$ cat config.mk
export PLATFORM = sky130hd
export DESIGN_NAME = toggle_window_monitor
export DESIGN_NICKNAME = d
export VERILOG_FILES = /design/src/rtl/toggle_window_monitor.sv
export SDC_FILE = /design/constraint.sdc
export NUM_CORES = 1
export LEC_CHECK = 0
export CORE_MARGIN = 3
export CORE_UTILIZATION = 35
export DETAILED_ROUTE_END_ITERATION = 8
export HOLD_SLACK_MARGIN = 0.06
export PLACE_DENSITY_LB_ADDON = 0.2
export SYNTH_ARGS = -nofsm -noshare
export SYNTH_HDL_FRONTEND = slang
export SYNTH_SLANG_ARGS = --single-unit
$ cat constraint.sdc
create_clock -name clk -period 1.41 [get_ports clk]
set_input_delay 0.141 -clock clk [delete_from_list [all_inputs] [get_ports clk]]
set_output_delay 0.141 -clock clk [all_outputs]
set_load 0.02 [all_outputs]
$ cat src/rtl/toggle_window_monitor.sv
// toggle_window_monitor
//
// Watches the 1-bit toggle stream from the counter stage over back-to-back
// windows of WINDOW cycles. For each window it counts rising edges and
// "stuck" cycles (input equal to its previous value). Both counts saturate.
// Each completed window is offered through a one-entry valid/ready slot.
// If a window closes while the slot is still occupied, the new result is
// dropped and the sticky overrun flag is set.
//
// State table:
//   IDLE  | not measuring; window counter and accumulators held at zero
//   COUNT | measuring a window; the close cycle is win_cnt == WINDOW-1
//
// Ports:
//   clk            rising-edge clock for all state
//   reset_n        asynchronous active-low reset (synchronous release upstream)
//   counter_output toggle stream, synchronous to clk
//   enable         1 = measure windows back-to-back, 0 = idle / abort
//   result_ready   consumer accepts the result when high with result_valid
//   result_valid   result_count/result_errors hold a window result
//   result_count   rising edges in the reported window (saturating)
//   result_errors  stuck cycles in the reported window (saturating)
//   overrun        sticky: a completed window was dropped

module toggle_window_monitor #(
    parameter int WINDOW = 16,
    parameter int CNT_W  = 8,
    parameter int ERR_W  = 4
) (
    input  logic             clk,
    input  logic             reset_n,
    input  logic             counter_output,
    input  logic             enable,
    input  logic             result_ready,
    output logic             result_valid,
    output logic [CNT_W-1:0] result_count,
    output logic [ERR_W-1:0] result_errors,
    output logic             overrun
);

    localparam int WIN_W = ($clog2(WINDOW) > 1) ? $clog2(WINDOW) : 1;
    localparam logic [WIN_W-1:0] WIN_LAST = WIN_W'(WINDOW - 1);

    typedef enum logic {
        IDLE,
        COUNT
    } state_t;

    state_t           state;
    logic             prev_in;
    logic [WIN_W-1:0] win_cnt;
    logic [CNT_W-1:0] edge_acc;
    logic [ERR_W-1:0] err_acc;

    logic             rise;
    logic             stuck;
    logic             win_close;
    logic             slot_free;
    logic [CNT_W-1:0] edge_next;
    logic [ERR_W-1:0] err_next;

    // Saturated running sums including this cycle's event; at the close
    // cycle these are the final window results.
    always_comb begin
        rise      = 1'b0;
        stuck     = 1'b0;
        win_close = 1'b0;
        slot_free = 1'b0;
        edge_next = edge_acc;
        err_next  = err_acc;

        rise      = counter_output & ~prev_in;
        stuck     = (counter_output == prev_in);
        win_close = (state == COUNT) && (win_cnt == WIN_LAST);
        slot_free = ~result_valid | result_ready;

        if (rise && (edge_acc != '1)) begin
            edge_next = edge_acc + CNT_W'(1);
        end
        if (stuck && (err_acc != '1)) begin
            err_next = err_acc + ERR_W'(1);
        end
    end

    always_ff @(posedge clk or negedge reset_n) begin
        if (!reset_n) begin
            state         <= IDLE;
            prev_in       <= 1'b0;
            win_cnt       <= '0;
            edge_acc      <= '0;
            err_acc       <= '0;
            result_valid  <= 1'b0;
            result_count  <= '0;
            result_errors <= '0;
            overrun       <= 1'b0;
        end else begin
            prev_in <= counter_output;

            case (state)
                IDLE: begin
                    win_cnt  <= '0;
                    edge_acc <= '0;
                    err_acc  <= '0;
                    if (enable) begin
                        state <= COUNT;
                    end
                end

                COUNT: begin
                    if (win_close) begin
                        // Close happens regardless of enable; enable only
                        // decides whether the next window starts at once.
                        win_cnt  <= '0;
                        edge_acc <= '0;
                        err_acc  <= '0;
                        state    <= enable ? COUNT : IDLE;
                    end else if (!enable) begin
                        // Abort: partial window is discarded.
                        win_cnt  <= '0;
                        edge_acc <= '0;
                        err_acc  <= '0;
                        state    <= IDLE;
                    end else begin
                        win_cnt  <= win_cnt + WIN_W'(1);
                        edge_acc <= edge_next;
                        err_acc  <= err_next;
                    end
                end

                default: begin
                    state <= IDLE;
                end
            endcase

            // Output slot. A close into a free slot (including one being
            // accepted this edge) reloads and keeps valid high.
            if (win_close && slot_free) begin
                result_count  <= edge_next;
                result_errors <= err_next;
                result_valid  <= 1'b1;
            end else if (win_close) begin
                overrun <= 1'b1;
            end else if (result_valid && result_ready) begin
                result_valid <= 1'b0;
            end
        end
    end

endmodule

==> results.py, run 1 <==
metrics = {
    "die": {
        "dieArea_um2": 4760,
        "fp.dieW_um": 69.0,
        "pin_count": 19,
        "core.rowCount": 22,
        "start_util_pct": 37.1,
        "core_area_um2": 3740,
        "die_y_um": 69.0,
    },
    "clock_network": {
        "hold_buffers": 0,
        "clk_path_buf_depth": 2,
        "htree_levels": 2,
        "cts-root-buf": "clkbuf_8",
        "clk_latency_ps": 290,
        "cts_tree": "built",
        "cts.clk_slew.worst_paths_ps": 70,
        "cts_made_buffers": 5,
        "cts_num_sinks": 32,
    },
    "place": {
        "dp_hpwl_um": 1930,
        "place.gp.congestion": 0.772,
        "io_buffer_count": 18,
        "pre_cts_slack_ps": -324,
    },
    "flow_run": {
        "drv_cap": 0,
    },
    "route": {
        "vias_per_cell": 5.00,
        "postRouteAntennaNets": 0,
        "wirelength_um": 3270,
        "wl_per_cell_um": 15.1,
        "drt_iter0_markers": 40,
        "drcViolationCount": 0,
        "drtPass1Iterations": 4,
        "vias": 1085,
    },
    "yosys": {
        "ys.flop_type": "dfrtp_1",
        "ys.warnings.count": 0,
        "synthTopCellsByCount": "32 x dfrtp_1, 16 x nand2_1, 16 x nor2_1",
        "asyncSetResetFlopFracSynth_pct": 100,
        "seq_area_frac_synth_pct": 57.7,
        "avgSynthCellArea_um2": 10.9,
        "synth.top_cell.area_share_pct": 57.7,
        "synth-seq-cells": 32,
        "postSynthNetCount": 137,
        "syn_inst": 128,
        "synth_area_um2": 1390,
        "yosys.area.top_type": "dfrtp_1",
        "yosysMostFrequentCell": "dfrtp_1",
        "ys_top_cells_by_area": "dfrtp_1 58%, mux2i_1 4.3%, nand2_1 4.3%",
        "netlist-cell-type-count": 29,
        "synth_edf_count": 0,
    },
    "run_status": {
        "violations": "negative setup slack",
        "status": "complete, but fails checks",
    },
    "setup_path": {
        "required_ps": 1630,
        "worstPathMaxFanout": 4,
        "start_kind": "flop",
        "cp.arrival_ps": 1630,
        "critPathSlowestCell": "dfrtp_1",
        "max_stage_delay_ps": 410,
        "crit_family": "flip-flops",
        "worstSetupPathType": "flop to flop",
        "worstPathCellList": "ha_4 -> nand4_1 -> buf_4 -> a21oi_1 -> mux2_2 -> o21ai_2",
        "worst-path-buf-inv": 1,
        "end_kind": "flop",
    },
    "final_layout": {
        "drive_gt1_share_pct": 26.0,
        "multiInputGateArea_um2": 671,
        "area_delta_synth_final_pct": 40.8,
        "antenna_cells": 0,
        "ff_latch_area_um2": 801,
        "fin_nets": 177,
        "fill_cells": 350,
    },
    "sta": {
        "final-hold-violation-count": 0,
        "tightest_slew_ps": 537,
        "fin_crit_ps": 1410,
        "final.setup.worst_slack_ps": -0.395,
        "rsz0062_at_grt": "true",
        "slew_viol_final": 0,
        "max_slew_margin_pct": 64.2,
        "skew_ps": 3.76,
        "setup_viol": 1,
        "period_share_pct": 100,
        "fmax_mhz": 709,
    },
    "power_and_ir_drop": {
        "finalPower_w": 0.00177,
        "peakVddDrop_mv": 0.637,
        "power_leakage_nw": 1.07,
        "p_per_area_nw_per_um2": 905,
    },
    "hold_path": {
        "min_path_type": "input pin to asynchronous set/reset pin",
    },
    "global_routing": {
        "grt-ovfl-total": 0,
        "grt_antenna_before_repair": 0,
        "grt_util_all_layers_pct": 13.7,
        "grt_pass1_wl_um": 4580,
        "grt_pass1_vias": 1009,
        "grt_max_degree": 33,
    },
}
-- layout by cell type (no fill, tap or decap), drive strengths merged --
master         Yosys  routed
clkinv             0       2
nor2              16      16
o21ai             11      11
a211oi             1       1
clkdlybuf4s50      0       4
buf                2      15
and4               1       1
xor2               5       5
ha                 4       4
o31ai              1       1
dlygate4sd2        0       4
or2b               2       2
mux2i              6       6
dlymetal6s2s       0      10
o21bai             1       1
nor3               2       2
and3               2       2
nand2             16      16
dfrtp             32      32
mux2               2       2
a21oi              3       3
clkbuf             1       6
nand2b             2       5
and4b              1       1
inv                5       5
nand3              6       6
nand4              5       5
a21o               1       1
-- routing by layer --
metal	share of wire (%)	global-route usage [%]
met1	42	16.2
met2	53	21.0
met4	1.9	7.79
met3	3.1	5.67
met5	0	0
-- final cells by class --
class,count,area share (%)
inverter,5,0.960
clock inverter,2,0.512
clock buffer,6,4.22
multi-input combinational,91,34.3
timing repair buffer,33,16.0
sequential,32,40.9
tap,48,3.07
-- worst paths after layout --
| check | from | endpoint | slack, ps | cells past startpoint |
|---|---|---|---|---|
| setup / recovery | edge_acc[1] | result_count[4] | -0.4 | 6 |
| hold / removal | reset_n | result_count[1] | 250 | 2 |
| setup reg to reg | edge_acc[1] | result_count[4] | -0.4 | 6 |
| hold reg to reg | overrun | overrun | 480 | 1 |
| max in group asynchronous | reset_n | win_cnt[0] | 870 | 2 |
| min in group clk | enable | state | 350 | 1 |
-- sequential cells by signal (all words and copies together) (netlist names) --
name and flops:
state 1, overrun 1, err_acc 4, win_cnt 4, result_errors 4, edge_acc 8, result_count 8, prev_in 1
result_valid 1
-- per-stage QoR --
step	util [%]	setup TNS (ps)	cells	area [µm²]	hold WS [ps]
6_report	52.2	-0.395	217	1960	253
5_1_grt	52.2	-234	217	1960	292
4_1_cts	47.9	0	209	1790	263
3_5_place_dp	44.9	-3450	200	1680	455
3_3_place_gp	44.9	-2600	200	1680	446
2_1_floorplan	-	0	128	1390	-155
-- logic make-up (layout without fill, tap and decap cells) --
| family | after synthesis | after routing | share of synthesized area [%] |
|---|---|---|---|
| flops | 32 | 32 | 57.7 |
| mux | 8 | 8 | 6.22 |
| fa+ha+maj | 4 | 4 | 3.60 |
| buf+inv | 8 | 46 | 2.43 |
| xor+xnor | 5 | 5 | 3.15 |
| compound gates | 18 | 18 | 8.02 |
| simple gates | 53 | 56 | 18.9 |
-- worst reg2reg max path: cells and delay by family, from the launching register on --
family          cells  cell delay [ps]
flops               1              410
fa+ha+maj           1              190
compound gates      2              160
mux                 1              300
simple gates        1              140
buf+inv             1              140
-- timing repair --
item / 4_1_cts / 5_1_grt
setup buffers: 1 / 5
setup endpoints to repair: 10 / 25
pin swaps: 4 / 8
resized for setup: 8 / 30
gates cloned: 0 / 3
endpoints found under the hold margin: 0 / 0
-- power by group --
group	internal, W	switching (W)
sequential	0.000927	0.00000866
clock	0.000389	0.000345
combinational	0.0000457	0.0000539
Note: power is estimated with default switching activity, not from simulation.
==> run 2: changes to the inputs <==
- HOLD_SLACK_MARGIN: 0.06 -> default
==> results of run 2 <==
No change in the layout: final DEF, timing and power equal those of run 1.
==> run 3: changes to the inputs <==
- CORE_ASPECT_RATIO: default -> 0.9
- REMOVE_ABC_BUFFERS: default -> 1
==> results.py, run 3 (synthesis results as in run 1) <==
metrics = {
    "final_layout": {
        "antenna_cells": 0,
        "reg_top3": "edge_acc: 8 flops, result_count: 8 flops",
        "area_delta_synth_final_pct": 36.8,
        "final_cell_mix": "32 x dfrtp_1, 15 x nor2_1, 15 x nand2_1, 13 x dlymetal6s2s_1, 11 x buf_4",
        "final_common_cell": "dfrtp_1",
        "fin_nets": 172,
        "fill_cells": 333,
        "drive_gt1_share_pct": 22.6,
    },
    "sta": {
        "slew_viol_final": 0,
        "fin_crit_ps": 1380,
        "period_share_pct": 98.2,
        "skew_ps": 7.27,
        "fmax_mhz": 722,
        "setup_viol": 0,
        "max_slew_margin_pct": 71.1,
        "tightest_slew_ps": 433,
        "final.setup.worst_slack_ps": 25.2,
        "setup_tns_ps": 0,
        "final-hold-violation-count": 0,
        "rsz0062_at_grt": "true",
    },
    "clock_network": {
        "clk_latency_ps": 290,
        "clk_path_buf_depth": 2,
        "cts.clk_slew.worst_paths_ps": 70,
        "cts_num_sinks": 32,
        "cts_made_buffers": 5,
        "hold_buffers": 0,
        "cts-root-buf": "clkbuf_8",
        "cts_tree": "built",
        "htree_levels": 2,
    },
    "route": {
        "vias": 1058,
        "drt_iter0_markers": 60,
        "wl_per_cell_um": 14.5,
        "vias_per_cell": 5.04,
        "wirelength_um": 3040,
        "postRouteAntennaNets": 0,
        "drtPass1Iterations": 4,
        "drcViolationCount": 0,
    },
    "hold_path": {
        "min_path_type": "input pin to asynchronous set/reset pin",
    },
    "setup_path": {
        "rrSetupSlack_ps": 30,
        "critPathSlowestCell": "dfrtp_1",
        "worstSetupPathType": "flop to flop",
        "timing.rr.end": "result_count[0]",
        "worstPathMaxFanout": 11,
        "required_ps": 1570,
        "max_stage_delay_ps": 370,
        "worst-path-buf-inv": 0,
        "rr_startpoint": "win_cnt[0]",
        "cp.arrival_ps": 1550,
        "rr_worst_depth": 5,
        "worstPathCellList": "ha_2 -> nand4_1 -> nand2b_4 -> nand2_1 -> o21ai_0",
        "crit_family": "simple AND/OR/NAND/NOR gates",
        "end_kind": "flop",
        "start_kind": "flop",
    },
    "die": {
        "core_area_um2": 3760,
        "core.rowCount": 21,
        "dieArea_um2": 4760,
        "pin_count": 19,
        "start_util_pct": 37.0,
        "fp.dieW_um": 72.4,
        "die_y_um": 65.8,
    },
    "place": {
        "pre_cts_slack_ps": -278,
        "dp_hpwl_um": 1770,
        "io_buffer_count": 18,
        "place.gp.congestion": 0.900,
    },
    "power_and_ir_drop": {
        "pwr-share-comb_pct": 5.5,
        "p_switching_w": 0.000391,
        "peakVddDrop_mv": 0.481,
        "power_leakage_nw": 1.07,
        "p_sw_share_pct": 22.2,
        "p_per_area_nw_per_um2": 926,
        "power.share.sequential_pct": 53.1,
        "clkPwrFrac_pct": 41.4,
        "p_int_w": 0.00137,
    },
    "global_routing": {
        "grt_pass1_vias": 1058,
        "grt_pass1_wl_um": 4680,
        "grt_util_all_layers_pct": 13.2,
        "grt-ovfl-total": 0,
        "grt_max_degree": 33,
        "grt_antenna_before_repair": 0,
    },
    "run_status": {
        "status": "finished, final reports clean",
    },
    "flow_run": {
        "drv_cap": 0,
    },
}
[run 3: changes by cell type in the layout (fill, tap and decap cells not counted), moves of 2 or more]
cell | previous run | this run
clkinv_2 | 2 | 0
dlygate4sd2_1 | 4 | 0
o21ai_1 | 7 | 2
dlymetal6s2s_1 | 10 | 13
ha_2 | 0 | 2
buf_4 | 15 | 11
o21ai_0 | 1 | 6
clkbuf_1 | 0 | 2
[run 3: power by group through the flow]
stage	Clock, W	Sequential [W]	Combinational [W]
CTS	0.000755	0.000934	0.0000891
global route	0.000811	0.000935	0.000109
global placement	0	0.000950	0.0000810
finish	0.000729	0.000935	0.0000964
detailed placement	0	0.000951	0.0000827
floorplan	0	0.000950	0.0000314
[run 3: per-stage QoR]
stage	area, µm²	cells	power, W	hold slack [ps]	utilization, %
global route	1900	210	0.00186	295	50.6
CTS	1770	205	0.00178	267	47.2
global placement	1670	197	0.00103	446	44.5
detailed placement	1670	197	0.00103	448	44.5
finish	1900	210	0.00176	252	50.6
floorplan	1370	125	0.000982	-155	-
[run 3: per-layer routing]
layer	vias up	part of all wire [%]	track usage, %
li1	511	-	-
met3	9	5.6	5.50
met2	24	48	21.0
met1	514	44	15.0
met5	-	0	0
met4	0	2.5	6.68
[run 3: how the worst max path moves through the flow]
stage                               from              end  slack, ps  depth (start not counted)
after global routing             prev_in  result_count[5]        -40                          6
after global placement    counter_output  result_count[5]       -230                          6
after floorplan                  prev_in  result_count[5]         80                          6
after CTS                    edge_acc[0]  result_count[1]          3                          5
final                         win_cnt[0]  result_count[0]         30                          5
after detailed placement  counter_output  result_count[5]       -280                          6
[run 3: final cells by class]
| class | count | area [µm²] | area share (%) |
|---|---|---|---|
| Inverter | 5 | 18.8 | 0.987 |
| Timing Repair Buffer | 29 | 295 | 15.5 |
| Multi-Input combinational cell | 90 | 638 | 33.6 |
| Clock buffer | 8 | 90.1 | 4.74 |
| Tap cell | 46 | 57.6 | 3.03 |
| Sequential cell | 32 | 801 | 42.1 |
[run 3: what timing repair did]
| item | CTS | global route |
|---|---|---|
| gates cloned | 0 | 2 |
| setup buffers | 0 | 3 |
| endpoints found under the setup margin | 3 | 29 |
| gates resized for setup | 3 | 26 |
| pin swaps | 3 | 7 |
